File: src/rtl/memory_stage_if.sv
// memory_stage_if
//   Data-bus bundle between the memory stage and data memory. The bus uses
//   req/gnt for the command phase and rvalid/rdata for load data.
//   The master modport is the memory stage. The slave modport is the memory.
interface memory_stage_if;
    logic        req;
    logic        we;
    logic [31:0] addr;
    logic [31:0] wdata;
    logic [3:0]  wstrb;
    logic        gnt;
    logic        rvalid;
    logic [31:0] rdata;

    modport master (
        output req, we, addr, wdata, wstrb,
        input  gnt, rvalid, rdata
    );

    modport slave (
        input  req, we, addr, wdata, wstrb,
        output gnt, rvalid, rdata
    );
endinterface

File: src/rtl/memory_stage.sv
// memory_stage
//   Memory-access stage fed by the execute->memory pipeline register.
//   - Sequences one load or store on a req/gnt/rvalid bus.
//   - Lane-aligns store data and strobes, and formats load data with sign or zero extension.
//   - Holds the front of the pipe until the access completes.
//   Optional feature: define MEM_MISALIGN_TRAP_EN to turn misaligned
//   half/word accesses into a misalign completion with no bus request.
//   When the macro is undefined, the byte offset is forced to natural alignment.
module memory_stage #(
    parameter int unsigned TIMEOUT_CYCLES = 255
) (
    input  logic           clk,
    input  logic           rst,
    input  logic           regM_i_commit,
    input  logic [31:0]    regM_i_valE,
    input  logic [31:0]    regM_i_mem_addr,
    input  logic [31:0]    regM_i_valB,
    input  logic [7:0]     regM_i_ls_info,
    memory_stage_if.master dmem,
    output logic [31:0]    memory_o_valM,
    output logic           memory_o_stall,
    output logic           memory_o_done,
    output logic           memory_o_bus_err,
    output logic           memory_o_misalign
);

    typedef enum logic [1:0] {
        ST_IDLE = 2'd0,
        ST_REQ  = 2'd1,
        ST_WAIT = 2'd2,
        ST_DONE = 2'd3
    } state_t;

    // The last counter value allowed before the access is abandoned.
    // A value of 0 disables the timeout.
    localparam int unsigned TO_LAST_I = (TIMEOUT_CYCLES == 32'd0) ? 32'd0 : (TIMEOUT_CYCLES - 32'd1);
    localparam logic [15:0] TO_LAST   = TO_LAST_I[15:0];
    localparam logic        TO_EN     = (TIMEOUT_CYCLES != 32'd0);

    // Byte strobes for a store. The one-hot op bits are [5]sb [6]sh [7]sw.
    function automatic logic [3:0] lane_strb(input logic [7:0] ls, input logic [1:0] off);
        logic [3:0] strb;
        if (ls[5]) begin
            strb = 4'b0001 << off;
        end else if (ls[6]) begin
            strb = 4'b0011 << off;
        end else if (ls[7]) begin
            strb = 4'b1111;
        end else begin
            strb = 4'b0000;
        end
        return strb;
    endfunction

    // Store data replicated across every lane the access could land in.
    function automatic logic [31:0] lane_wdata(input logic [7:0] ls, input logic [31:0] b);
        logic [31:0] data;
        if (ls[5]) begin
            data = {4{b[7:0]}};
        end else if (ls[6]) begin
            data = {2{b[15:0]}};
        end else if (ls[7]) begin
            data = b;
        end else begin
            data = 32'h0000_0000;
        end
        return data;
    endfunction

    // Shift the addressed lane down, then sign- or zero-extend it.
    // The one-hot op bits are [0]lb [1]lh [2]lw [3]lbu [4]lhu.
    function automatic logic [31:0] load_format(input logic [4:0] ls, input logic [1:0] off,
                                                input logic [31:0] rdata);
        logic [31:0] d;
        logic [31:0] res;
        d = rdata >> {off, 3'b000};
        if (ls[0]) begin
            res = {{24{d[7]}}, d[7:0]};
        end else if (ls[1]) begin
            res = {{16{d[15]}}, d[15:0]};
        end else if (ls[2]) begin
            res = d;
        end else if (ls[3]) begin
            res = {24'h00_0000, d[7:0]};
        end else if (ls[4]) begin
            res = {16'h0000, d[15:0]};
        end else begin
            res = 32'h0000_0000;
        end
        return res;
    endfunction

    state_t      state_r;
    state_t      state_s;

    logic        req_r;
    logic        we_r;
    logic [31:0] addr_r;
    logic [31:0] wdata_r;
    logic [3:0]  wstrb_r;
    logic [4:0]  ls_r;
    logic [1:0]  off_r;
    logic [31:0] load_r;
    logic [15:0] cnt_r;
    logic        err_r;
    logic        mis_r;

    logic        mem_op_s;
    logic        is_store_s;
    logic        is_half_s;
    logic        is_word_s;
    logic [1:0]  off_s;
    logic        trap_s;
    logic        to_hit_s;
    logic        enter_req_s;
    logic        capture_s;
    logic        err_set_s;
    logic        mis_set_s;
    logic        stall_s;
    logic        done_s;
    logic [31:0] valm_s;

    assign mem_op_s   = regM_i_commit & (|regM_i_ls_info);
    assign is_store_s = |regM_i_ls_info[7:5];
    assign is_half_s  = regM_i_ls_info[1] | regM_i_ls_info[4] | regM_i_ls_info[6];
    assign is_word_s  = regM_i_ls_info[2] | regM_i_ls_info[7];
    assign to_hit_s   = TO_EN & (cnt_r == TO_LAST);

`ifdef MEM_MISALIGN_TRAP_EN
    assign trap_s = (is_half_s & regM_i_mem_addr[0]) |
                    (is_word_s & (regM_i_mem_addr[1:0] != 2'b00));
`else
    assign trap_s = 1'b0;
`endif

    // Byte offset rounded down to the access size's natural alignment.
    always_comb begin
        off_s = regM_i_mem_addr[1:0];
        if (is_word_s) begin
            off_s = 2'b00;
        end else if (is_half_s) begin
            off_s = {regM_i_mem_addr[1], 1'b0};
        end else begin
            off_s = regM_i_mem_addr[1:0];
        end
    end

    // Access sequencer: next state plus the one-cycle strobes for each transition.
    always_comb begin
        state_s     = state_r;
        enter_req_s = 1'b0;
        capture_s   = 1'b0;
        err_set_s   = 1'b0;
        mis_set_s   = 1'b0;
        case (state_r)
            ST_IDLE: begin
                if (mem_op_s) begin
                    if (trap_s) begin
                        state_s   = ST_DONE;
                        mis_set_s = 1'b1;
                    end else begin
                        state_s     = ST_REQ;
                        enter_req_s = 1'b1;
                    end
                end else begin
                    state_s = ST_IDLE;
                end
            end
            ST_REQ: begin
                // Completion in this cycle takes precedence over the timeout.
                if (dmem.gnt && (we_r || dmem.rvalid)) begin
                    state_s   = ST_DONE;
                    capture_s = ~we_r;
                end else if (to_hit_s) begin
                    state_s   = ST_DONE;
                    err_set_s = 1'b1;
                end else if (dmem.gnt) begin
                    state_s = ST_WAIT;
                end else begin
                    state_s = ST_REQ;
                end
            end
            ST_WAIT: begin
                if (dmem.rvalid) begin
                    state_s   = ST_DONE;
                    capture_s = 1'b1;
                end else if (to_hit_s) begin
                    state_s   = ST_DONE;
                    err_set_s = 1'b1;
                end else begin
                    state_s = ST_WAIT;
                end
            end
            ST_DONE: begin
                state_s = ST_IDLE;
            end
            default: begin
                state_s = ST_IDLE;
            end
        endcase
    end

    // State register.
    always_ff @(posedge clk) begin
        if (rst) begin
            state_r <= ST_IDLE;
        end else begin
            state_r <= state_s;
        end
    end

    // Bus command registers: loaded at launch, held until accepted or abandoned.
    always_ff @(posedge clk) begin
        if (rst) begin
            req_r   <= 1'b0;
            we_r    <= 1'b0;
            wstrb_r <= 4'h0;
            addr_r  <= 32'h0000_0000;
            wdata_r <= 32'h0000_0000;
        end else if (enter_req_s) begin
            req_r   <= 1'b1;
            we_r    <= is_store_s;
            wstrb_r <= lane_strb(regM_i_ls_info, off_s);
            addr_r  <= {regM_i_mem_addr[31:2], 2'b00};
            wdata_r <= lane_wdata(regM_i_ls_info, regM_i_valB);
        end else if ((state_r == ST_REQ) && (state_s != ST_REQ)) begin
            req_r   <= 1'b0;
            we_r    <= 1'b0;
            wstrb_r <= 4'h0;
            addr_r  <= addr_r;
            wdata_r <= wdata_r;
        end else begin
            req_r   <= req_r;
            we_r    <= we_r;
            wstrb_r <= wstrb_r;
            addr_r  <= addr_r;
            wdata_r <= wdata_r;
        end
    end

    // Latch load kind and lane offset so formatting does not depend on late input changes.
    always_ff @(posedge clk) begin
        if (rst) begin
            ls_r  <= 5'b0_0000;
            off_r <= 2'b00;
        end else if ((state_r == ST_IDLE) && mem_op_s) begin
            ls_r  <= regM_i_ls_info[4:0];
            off_r <= off_s;
        end else begin
            ls_r  <= ls_r;
            off_r <= off_r;
        end
    end

    // Timeout counter: cleared at launch, counts every cycle spent in REQ or WAIT.
    always_ff @(posedge clk) begin
        if (rst) begin
            cnt_r <= 16'h0000;
        end else if (enter_req_s) begin
            cnt_r <= 16'h0000;
        end else if ((state_r == ST_REQ) || (state_r == ST_WAIT)) begin
            cnt_r <= cnt_r + 16'h0001;
        end else begin
            cnt_r <= cnt_r;
        end
    end

    // Formatted load data, captured in the cycle rvalid is accepted.
    always_ff @(posedge clk) begin
        if (rst) begin
            load_r <= 32'h0000_0000;
        end else if (capture_s) begin
            load_r <= load_format(ls_r, off_r, dmem.rdata);
        end else begin
            load_r <= load_r;
        end
    end

    // Completion flags: set only on the transition into DONE, so they are valid exactly there.
    always_ff @(posedge clk) begin
        if (rst) begin
            err_r <= 1'b0;
            mis_r <= 1'b0;
        end else begin
            err_r <= err_set_s;
            mis_r <= mis_set_s;
        end
    end

    // Upstream hold: asserted for a pending mem op and for the whole bus access.
    always_comb begin
        stall_s = 1'b0;
        case (state_r)
            ST_IDLE: stall_s = mem_op_s;
            ST_REQ:  stall_s = 1'b1;
            ST_WAIT: stall_s = 1'b1;
            ST_DONE: stall_s = 1'b0;
            default: stall_s = 1'b0;
        endcase
    end

    // Writeback value: load result in DONE, zero for a failed load or misalign, else valE.
    always_comb begin
        valm_s = regM_i_valE;
        if (state_r == ST_DONE) begin
            if (mis_r) begin
                valm_s = 32'h0000_0000;
            end else if (|ls_r) begin
                if (err_r) begin
                    valm_s = 32'h0000_0000;
                end else begin
                    valm_s = load_r;
                end
            end else begin
                valm_s = regM_i_valE;
            end
        end else begin
            valm_s = regM_i_valE;
        end
    end

    assign done_s = (state_r == ST_DONE);

    assign dmem.req   = req_r;
    assign dmem.we    = we_r;
    assign dmem.addr  = addr_r;
    assign dmem.wdata = wdata_r;
    assign dmem.wstrb = wstrb_r;

    assign memory_o_valM    = valm_s;
    assign memory_o_stall   = stall_s;
    assign memory_o_done    = done_s;
    assign memory_o_bus_err = done_s & err_r;
`ifdef MEM_MISALIGN_TRAP_EN
    assign memory_o_misalign = done_s & mis_r;
`else
    assign memory_o_misalign = 1'b0;
`endif

endmodule

File: src/flat_wrapper.sv
// flat-port wrapper written by rule: the top's interface ports become plain ports
module memory_stage_flat 
#(
    parameter int unsigned TIMEOUT_CYCLES = 255
)
  (clk, rst, regM_i_commit, regM_i_valE, regM_i_mem_addr, regM_i_valB, regM_i_ls_info, memory_o_valM, memory_o_stall, memory_o_done, memory_o_bus_err, memory_o_misalign, dmem_req, dmem_we, dmem_addr, dmem_wdata, dmem_wstrb, dmem_gnt, dmem_rvalid, dmem_rdata);
  memory_stage_if dmem_i ();
  input  logic clk;
  input  logic rst;
  input  logic regM_i_commit;
  input  logic [31:0] regM_i_valE;
  input  logic [31:0] regM_i_mem_addr;
  input  logic [31:0] regM_i_valB;
  input  logic [7:0] regM_i_ls_info;
  output logic [31:0] memory_o_valM;
  output logic memory_o_stall;
  output logic memory_o_done;
  output logic memory_o_bus_err;
  output logic memory_o_misalign;
  output wire logic [$bits(dmem_i.req)-1:0] dmem_req;
  output wire logic [$bits(dmem_i.we)-1:0] dmem_we;
  output wire logic [$bits(dmem_i.addr)-1:0] dmem_addr;
  output wire logic [$bits(dmem_i.wdata)-1:0] dmem_wdata;
  output wire logic [$bits(dmem_i.wstrb)-1:0] dmem_wstrb;
  input wire logic [$bits(dmem_i.gnt)-1:0] dmem_gnt;
  input wire logic [$bits(dmem_i.rvalid)-1:0] dmem_rvalid;
  input wire logic [$bits(dmem_i.rdata)-1:0] dmem_rdata;
  assign dmem_req = dmem_i.req;
  assign dmem_we = dmem_i.we;
  assign dmem_addr = dmem_i.addr;
  assign dmem_wdata = dmem_i.wdata;
  assign dmem_wstrb = dmem_i.wstrb;
  assign dmem_i.gnt = dmem_gnt;
  assign dmem_i.rvalid = dmem_rvalid;
  assign dmem_i.rdata = dmem_rdata;
  memory_stage #(.TIMEOUT_CYCLES(TIMEOUT_CYCLES)) u_core (.clk(clk), .rst(rst), .regM_i_commit(regM_i_commit), .regM_i_valE(regM_i_valE), .regM_i_mem_addr(regM_i_mem_addr), .regM_i_valB(regM_i_valB), .regM_i_ls_info(regM_i_ls_info), .dmem(dmem_i), .memory_o_valM(memory_o_valM), .memory_o_stall(memory_o_stall), .memory_o_done(memory_o_done), .memory_o_bus_err(memory_o_bus_err), .memory_o_misalign(memory_o_misalign));
endmodule
File: config.mk
export PLATFORM = sky130hd
export DESIGN_NAME = memory_stage_flat
export DESIGN_NICKNAME = d
export VERILOG_FILES = /design/src/rtl/memory_stage_if.sv /design/src/rtl/memory_stage.sv /design/src/flat_wrapper.sv
export SDC_FILE = /design/constraint.sdc
export NUM_CORES = 1
export LEC_CHECK = 0
export ABC_CLOCK_PERIOD_IN_PS = 2600
export BUFFER_PORTS_ARGS = -buffer_cell sky130_fd_sc_hd__buf_2
export CELL_PAD_IN_SITES_DETAIL_PLACEMENT = 1
export CELL_PAD_IN_SITES_GLOBAL_PLACEMENT = 2
export CORE_MARGIN = 1.5
export CORE_UTILIZATION = 27
export CTS_BUF_LIST = sky130_fd_sc_hd__clkbuf_4
export CTS_CLUSTER_DIAMETER = 40
export DETAILED_ROUTE_END_ITERATION = 6
export PLACE_DENSITY = 0.85
export SLEW_MARGIN = 10
export SYNTH_ARGS = -nofsm -noshare
export SYNTH_HDL_FRONTEND = slang
export SYNTH_SLANG_ARGS = --single-unit
File: constraint.sdc
create_clock -name clk -period 2.6 [get_ports clk]
set_clock_uncertainty 0.05 [all_clocks]
set_input_delay 0.52 -clock clk [delete_from_list [all_inputs] [get_ports clk]]
set_output_delay 0.52 -clock clk [all_outputs]
set_load 0.02 [all_outputs]
==> results.txt, run 1 <==
----------------------------------------------------
[Logic synthesis]
  Post-Synthesis Cell Area ... 0.00636 mm²
  Synth unique cells ... 59
  Cell taking the most area after synthesis ... sky130_fd_sc_hd__dfxtp_1
  Primary flip-flop cell chosen by synthesis mapping ... sky130_fd_sc_hd__dfxtp_1
  Fraction of post-synthesis cell area in the top cell type by area ... 39.7%
  Async S/R FF share, synth ... 0%
  Flip-flop and latch count after synthesis ... 126
  Top cells by area in the synthesized netlist ... sky130_fd_sc_hd__dfxtp_1 (40%), sky130_fd_sc_hd__nand2_1 (10%), sky130_fd_sc_hd__nor2_1 (5.0%)
  Synthesized area divided by synthesized cell count ... 7.77 µm²
  Most numerous cell types in the synthesized netlist ... sky130_fd_sc_hd__nand2_1 (177), sky130_fd_sc_hd__dfxtp_1 (126), sky130_fd_sc_hd__nor2_1 (84), sky130_fd_sc_hd__a21oi_1 (61), sky130_fd_sc_hd__o21ai_0 (52)
  Sequential fraction of the synthesis area ... 39.7%
  Synth warn ... 0
  Most instantiated library cell after synthesis ... sky130_fd_sc_hd__nand2_1
  Number of enable flip-flop cells after synthesis ... 0
  Synthesized instance count ... 818

[CTS]
  TritonCTS clock tree ... yes
  Clock Root Buffer ... sky130_fd_sc_hd__clkbuf_4
  Clock sink count ... 126
  Deepest level of the CTS H-tree ... 4
  Clock Pin Slew Worst Setup and Hold Paths ... 0.13 ns
  Number of buffers inserted during clock tree synthesis ... 17
  Bufs on Longest Clock Path ... 2
  Clock insertion delay at the later pin of the skew report ... 0.52 ns

[Timing]
  Final Hold Vio Count ... 0
  Clock period minus worst slack ... 2.46 ns
  Relative max-transition margin ... 50.3%
  Measured slew at the worst slew-check pin ... 0.745 ns
  RSZ-0062 raised after global routing ... yes
  Setup tns final ... 0 ns
  Fin. max-slew vios ... 0
  Final worst path period share ... 94.6%
  Hold Slack ... 0.171 ns
  Fmax achieved ... 407 MHz
  Final setup vio count ... 0

[Global routing]
  Remaining global-route overflow ... 0
  Via count of the first global-routing pass ... 6478
  Wire length of the first global-routing pass ... 34400 µm
  Antenna violations before repair ... 2
  Total global routing track utilization ... 17.9%
  Largest net degree at the start of global routing ... 47

[Detailed routing]
  Post-route antenna net violation count ... 0
  Detailed Routing Iterations Pass 1 ... 4
  Detail-routed net length per standard cell ... 15.9 µm
  Vias after detailed routing ... 6500
  DRC Markers ... 0
  Average via count per standard cell ... 4.73
  1st-iter DRT viols ... 241
  Routed wire length ... 21800 µm

[Cells and area]
  Net total in the final layout ... 1199
  Fraction of final layout cells with drive strength greater than 1 ... 30.4%
  Layout overhead on the synthesized area ... 29.8%

[Die]
  Die area ... 0.0245 mm²
  # rows ... 55
  Effective utilization at floorplan ... 27.8%
  Chip width ... 156 µm
  Core Region ... 0.0228 mm²
  Die span in y ... 156 µm
  Number of primary I/O pins ... 247

[Placed design]
  DP Wirelength ... 16600 µm
  Total of buffers placed on input and output ports ... 243
  Final GP Congestion ... 0.841

[Job]
  Max_cap viols ... 0

[Pwr]
  Worst vdd ir ... 231 µV
  LEAKAGE ... 3.52 nW
  Overall power after layout ... 4.54 mW
  Total power divided by cell area ... 550 mW/mm²

[Status]
  Run status ... finished, final reports clean

[Setup path]
  Data arrival time of the critical path ... 1.89 ns
  Kind of start point of the critical path ... flip-flop
  Setup slack of the most critical reg-to-reg path ... 0.32 ns
  Start of the worst register-to-register path ... u_core.state_r[0]
  Critical path's most frequent cell ... sky130_fd_sc_hd__buf_4
  Critical setup path kind ... flip-flop to output pin
  Data required time at the worst endpoint ... 2.03 ns
  Slowest-stage cell, CP ... sky130_fd_sc_hd__dfxtp_4
  First element of the critical path ... u_core.state_r[0]
  Kind of capture point of the worst setup path ... output pin
  Peak fanout along the critical path ... 18
  Worst path cell trace ... ha_4, a21bo_4, buf_4, o21ai_0, buf_4
  Crit path largest cell delay ... 0.40 ns

[Worst hold path]
  Type of the most critical hold path ... primary input to flip-flop
  Worst min-delay path startpoint ... regM_i_mem_addr[27]

----------------------------------------------------
cells by family (layout without fill, tap and decap cells):
kind of cell               after synthesis  after routing  synth area share (%)
AOI/OAI and AO/OA                      214            214                  22.0
xor gates and xnor gates                13             13                  1.79
adders and majority gates               11             11                  2.17
buffers and inverters                   75            315                  5.89
DFF                                    126            126                  39.7
muxes                                   18             18                  3.05
other                                    1              4                0.0590
and+or+nand+nor                        360            360                  25.4
cells in the final DEF, fill, tap and decap left out, types with 4 or more instances in the layout:
cell type,synthesis,layout
sky130_fd_sc_hd__a22oi_1,10,10
sky130_fd_sc_hd__a21oi_1,61,61
sky130_fd_sc_hd__o21ai_0,52,38
sky130_fd_sc_hd__xor2_1,9,9
sky130_fd_sc_hd__a211o_1,7,7
sky130_fd_sc_hd__clkbuf_4,0,17
sky130_fd_sc_hd__a32oi_1,7,7
sky130_fd_sc_hd__nor3_1,12,11
sky130_fd_sc_hd__clkinv_4,0,5
sky130_fd_sc_hd__a21o_1,10,10
sky130_fd_sc_hd__a211oi_1,18,18
sky130_fd_sc_hd__o21bai_1,8,8
sky130_fd_sc_hd__mux2i_1,16,16
sky130_fd_sc_hd__buf_4,3,35
sky130_fd_sc_hd__nand2b_1,36,36
sky130_fd_sc_hd__nand4_1,7,7
sky130_fd_sc_hd__a22o_1,8,8
sky130_fd_sc_hd__inv_1,9,9
sky130_fd_sc_hd__buf_2,11,238
sky130_fd_sc_hd__nor2b_1,9,9
sky130_fd_sc_hd__nor2_1,84,84
sky130_fd_sc_hd__dfxtp_1,126,124
sky130_fd_sc_hd__xnor2_1,4,4
sky130_fd_sc_hd__nand3_1,11,11
sky130_fd_sc_hd__o21ai_1,0,14
sky130_fd_sc_hd__nand2_1,177,177
sky130_fd_sc_hd__a311oi_1,16,16
sky130_fd_sc_hd__ha_1,11,9
stage by stage:
| step | setup WS [ns] | util (%) | cells | instance area, µm² |
|---|---|---|---|---|
| final | 0.141 | 36.1 | 1374 | 8250 |
| after global routing | -0.0304 | 36.1 | 1373 | 8250 |
| after CTS | 0.0239 | 36.0 | 1373 | 8230 |
| after detailed placement | 0.0564 | 34.5 | 1340 | 7880 |
| after global placement | 0.0928 | 34.5 | 1340 | 7880 |
| after floorplan | 0.138 | - | 820 | 6360 |
flip-flops by register name (all words and copies together) (netlist names):
signal             cells
u_core.cnt_r          16
u_core.dmem.addr      30
u_core.dmem.req        1
u_core.dmem.wdata     32
u_core.dmem.we         1
u_core.dmem.wstrb      4
u_core.err_r           1
u_core.load_r         32
u_core.ls_r            5
u_core.off_r           2
u_core.state_r         2
final cells by class:
type / count / area, µm²
Inverter: 9 / 33.8
Clock buffer: 17 / 128
Antenna cell: 1 / 2.50
Tap cell: 313 / 392
Multi-Input combinational cell: 619 / 3500
Fill cell: 2930 / 14600
Clock inverter: 15 / 188
Sequential cell: 126 / 2530
Timing Repair Buffer: 274 / 1470
layer usage:
layer | up-vias | share of wire [%] | global-route usage (%)
li1 | 3278 | - | -
met1 | 3076 | 47 | 23.3
met2 | 138 | 48 | 30.3
met3 | 6 | 4.4 | 3.79
met4 | 2 | 0.21 | 3.72
met5 | - | 0.046 | 0
report_power, final:
| group | internal, mW | leakage (nW) | total [mW] | switching, mW |
|---|---|---|---|---|
| Clock | 0.680 | 0.159 | 1.51 | 0.825 |
| Combinational | 0.353 | 2.33 | 0.938 | 0.585 |
| Sequential | 2.04 | 1.03 | 2.10 | 0.0618 |
worst max-delay path: cells and delay by family, from the launching register on:
kind,cells,cell delay [ns]
buffers and inverters,2,0.36
adder cells (fa/ha/maj),1,0.17
AO/OA/AOI/OAI,2,0.44
flip-flops,1,0.40
final timing paths:
| kind | end | cells after the start |
|---|---|---|
| worst max-delay path | memory_o_valM[25] | 5 |
| worst min-delay path | u_core.dmem.addr[27] | 3 |
| worst max register to register | u_core.cnt_r[15] | 6 |
| worst min register to register | u_core.dmem.addr[14] | 2 |
what timing repair did:
| action | 4_1_cts | 5_1_grt |
|---|---|---|
| hold buffers | 0 | 0 |
| pin swaps | 1 | 0 |
| endpoints found under the setup margin | 33 | 32 |
| gates cloned | 0 | 0 |
| buffers inserted | 1 | 0 |
| hold endpoints to repair | 0 | 0 |
| resized for setup | 6 | 21 |
(Power assumes the default switching activity.)
==> run 2: changes to the inputs <==
Settings changed: RECOVER_POWER from default to 100.
==> results.txt, run 2 (synthesized netlist as in run 1, its figures left out) <==
----------------------------------------------------
[CTS]
  Deepest level of the CTS H-tree ... 4 (unchanged)
  TritonCTS clock tree ... yes (unchanged)
  Clock Pin Slew Worst Setup and Hold Paths ... 0.13 ns (about the same)
  Bufs on Longest Clock Path ... 2 (unchanged)
  # hold bufs at CTS ... 0 (unchanged)
  Clock insertion delay at the later pin of the skew report ... 0.52 ns (about the same)
  Clock sink count ... 126 (unchanged)
  Clock Root Buffer ... sky130_fd_sc_hd__clkbuf_4 (unchanged)
  Number of buffers inserted during clock tree synthesis ... 17 (unchanged)

[Cells and area]
  Commonest cells after routing, fill and taps aside ... sky130_fd_sc_hd__buf_2 (238), sky130_fd_sc_hd__nand2_1 (177), sky130_fd_sc_hd__dfxtp_1 (124), sky130_fd_sc_hd__nor2_1 (84), sky130_fd_sc_hd__a21oi_1 (61) (unchanged)
  Fill cells ... 2933 (was 2930)
  Net total in the final layout ... 1199 (unchanged)
  Layout overhead on the synthesized area ... 29.5% (was 29.8%)
  Final non-filler cell total ... 1374 (unchanged)
  Fraction of final layout cells with drive strength greater than 1 ... 30.2% (was 30.4%)
  Most frequent standard cell in the layout excluding fill and tap cells ... sky130_fd_sc_hd__buf_2 (unchanged)

[Placed design]
  DP Wirelength ... 16600 µm (unchanged)
  Dpl cells ... 1340 (unchanged)
  Final GP Congestion ... 0.841 (unchanged)
  Post-Place Worst Slack ... 0.0564 ns (unchanged)
  Total of buffers placed on input and output ports ... 243 (unchanged)

[Setup path]
  Data required time at the worst endpoint ... 2.03 ns (about the same)
  Cell depth of the worst flop-to-flop path ... 6 (unchanged)
  Start of the worst register-to-register path ... u_core.state_r[0] (unchanged)
  Peak fanout along the critical path ... 18 (unchanged)
  Kind of capture point of the worst setup path ... output pin (unchanged)
  Crit path largest cell delay ... 0.40 ns (about the same)
  Critical path's most frequent cell ... sky130_fd_sc_hd__buf_4 (unchanged)
  Setup slack of the most critical reg-to-reg path ... 0.32 ns (about the same)
  Worst R2R End ... u_core.cnt_r[15] (unchanged)
  First element of the critical path ... u_core.state_r[0] (unchanged)
  Worst path cell trace ... ha_4, a21bo_4, buf_4, o21ai_0, buf_4 (unchanged)
  Data arrival time of the critical path ... 1.89 ns (about the same)
  Slowest-stage cell, CP ... sky130_fd_sc_hd__dfxtp_4 (unchanged)
  Critical setup path kind ... flip-flop to output pin (unchanged)
  Kind of start point of the critical path ... flip-flop (unchanged)

[Pwr]
  Worst vdd ir ... 231 µV (about the same)
  LEAKAGE ... 3.51 nW (was 3.52 nW)
  Total power divided by cell area ... 551 mW/mm² (was 550 mW/mm²)

[Global routing]
  Via count of the first global-routing pass ... 6478 (unchanged)
  Antenna violations before repair ... 2 (unchanged)
  Remaining global-route overflow ... 0 (unchanged)
  Largest net degree at the start of global routing ... 47 (unchanged)
  Total global routing track utilization ... 17.9% (unchanged)
  Wire length of the first global-routing pass ... 34400 µm (unchanged)

[Die]
  Core Region ... 0.0228 mm² (unchanged)
  Die span in y ... 156 µm (unchanged)
  Chip width ... 156 µm (unchanged)
  # rows ... 55 (unchanged)
  Number of primary I/O pins ... 247 (unchanged)
  Die area ... 0.0245 mm² (unchanged)
  Effective utilization at floorplan ... 27.8% (unchanged)

[Detailed routing]
  Met3 Wirelength ... 962 µm (was 959 µm)
  Detailed Routing Iterations Pass 1 ... 4 (unchanged)
  Average via count per standard cell ... 4.73 (about the same)
  Vias after detailed routing ... 6495 (was 6500)
  Detail-routed net length per standard cell ... 15.9 µm (about the same)
  Wire length on met1 ... 10400 µm (about the same)
  1st-iter DRT viols ... 242 (was 241)
  Routed length on met2 ... 10500 µm (was 10400 µm)
  Post-route antenna net violation count ... 0 (unchanged)
  Routed wire length ... 21800 µm (about the same)
  DRC Markers ... 0 (unchanged)
  Highest Signal Layer ... met5 (unchanged)

[Status]
  Run status ... finished, final reports clean (unchanged)

[Worst hold path]
  Hold Crit Depth ... 3 (unchanged)
  Worst min-delay path startpoint ... regM_i_mem_addr[27] (unchanged)
  Hold-critical path endpoint ... u_core.dmem.addr[27] (unchanged)
  Type of the most critical hold path ... primary input to flip-flop (unchanged)

[Timing]
  Final setup vio count ... 0 (unchanged)
  RSZ-0062 raised after global routing ... yes (unchanged)
  Clock period minus worst slack ... 2.46 ns (about the same)
  Fin. max-slew vios ... 0 (unchanged)
  Final worst slack ... 0.143 ns (was 0.141 ns)
  Relative max-transition margin ... 50.3% (unchanged)
  Fmax achieved ... 407 MHz (about the same)
  Hold Slack ... 0.174 ns (was 0.171 ns)
  Final Hold Vio Count ... 0 (unchanged)
  Final worst path period share ... 94.5% (was 94.6%)
  Setup tns final ... 0 ns (unchanged)
  Measured slew at the worst slew-check pin ... 0.745 ns (unchanged)

[Job]
  Max_cap viols ... 0 (unchanged)

----------------------------------------------------
## run 2: changes by cell type in the layout (fill, tap and decap cells not counted), sizes merged
| cell | previous run | this run |
|---|---|---|
| clkbuf | 17 | 19 |
| buf | 274 | 272 |
## run 2: how the worst max path moves through the flow
stage	depth (start not counted)	slack (ns)	end
after floorplan	7	0.14	u_core.dmem.wstrb[2]
after global placement	8	0.09	u_core.dmem.wstrb[2]
after detailed placement	8	0.06	u_core.dmem.wstrb[2]
after CTS	5	0.02	memory_o_valM[25]
after global routing	5	-0.03	memory_o_valM[24]
final	5	0.14	memory_o_valM[25]
## run 2: cell type report
cell class / count / area [µm²] / share of cell area [%]
multi-input cells: 619 / 3490 / 42.4
flip-flops and latches: 126 / 2530 / 30.7
repair buffers: 274 / 1470 / 17.9
diodes: 1 / 2.50 / 0.0304
inverters: 9 / 33.8 / 0.410
clock inverters: 15 / 188 / 2.28
well taps: 313 / 392 / 4.76
clock buffers: 17 / 128 / 1.55
## run 2: layer usage
metal	vias to the layer above	global-route usage [%]
met5	-	0
met4	2	3.72
met3	4	3.79
met2	136	30.3
met1	3077	23.3
li1	3276	-
## run 2: where the power goes
group	internal (mW)	switching [mW]	leakage (nW)
clock network	0.680	0.826	0.159
logic	0.350	0.584	2.32
registers	2.04	0.0618	1.03
total	3.07	1.47	3.51
## run 2: repair_timing
item	4_1_cts	5_1_grt
buffers inserted	1	0
resized for setup	6	21
pin swaps	1	0
setup endpoints to repair	33	32
## run 2: worst max-delay path: cells and delay by family (launching register included)
family	cells	cell delay, ns
compound gates	2	0.44
flops	1	0.40
buf+inv	2	0.36
fa+ha+maj	1	0.17
## run 2: metrics by stage
step,util (%),total power [mW],area [µm²]
global placement,34.5,3.06,7880
floorplan,-,2.71,6360
finish,36.0,4.54,8230
CTS,36.0,4.63,8230
global route,36.0,4.81,8230
detailed placement,34.5,3.08,7880
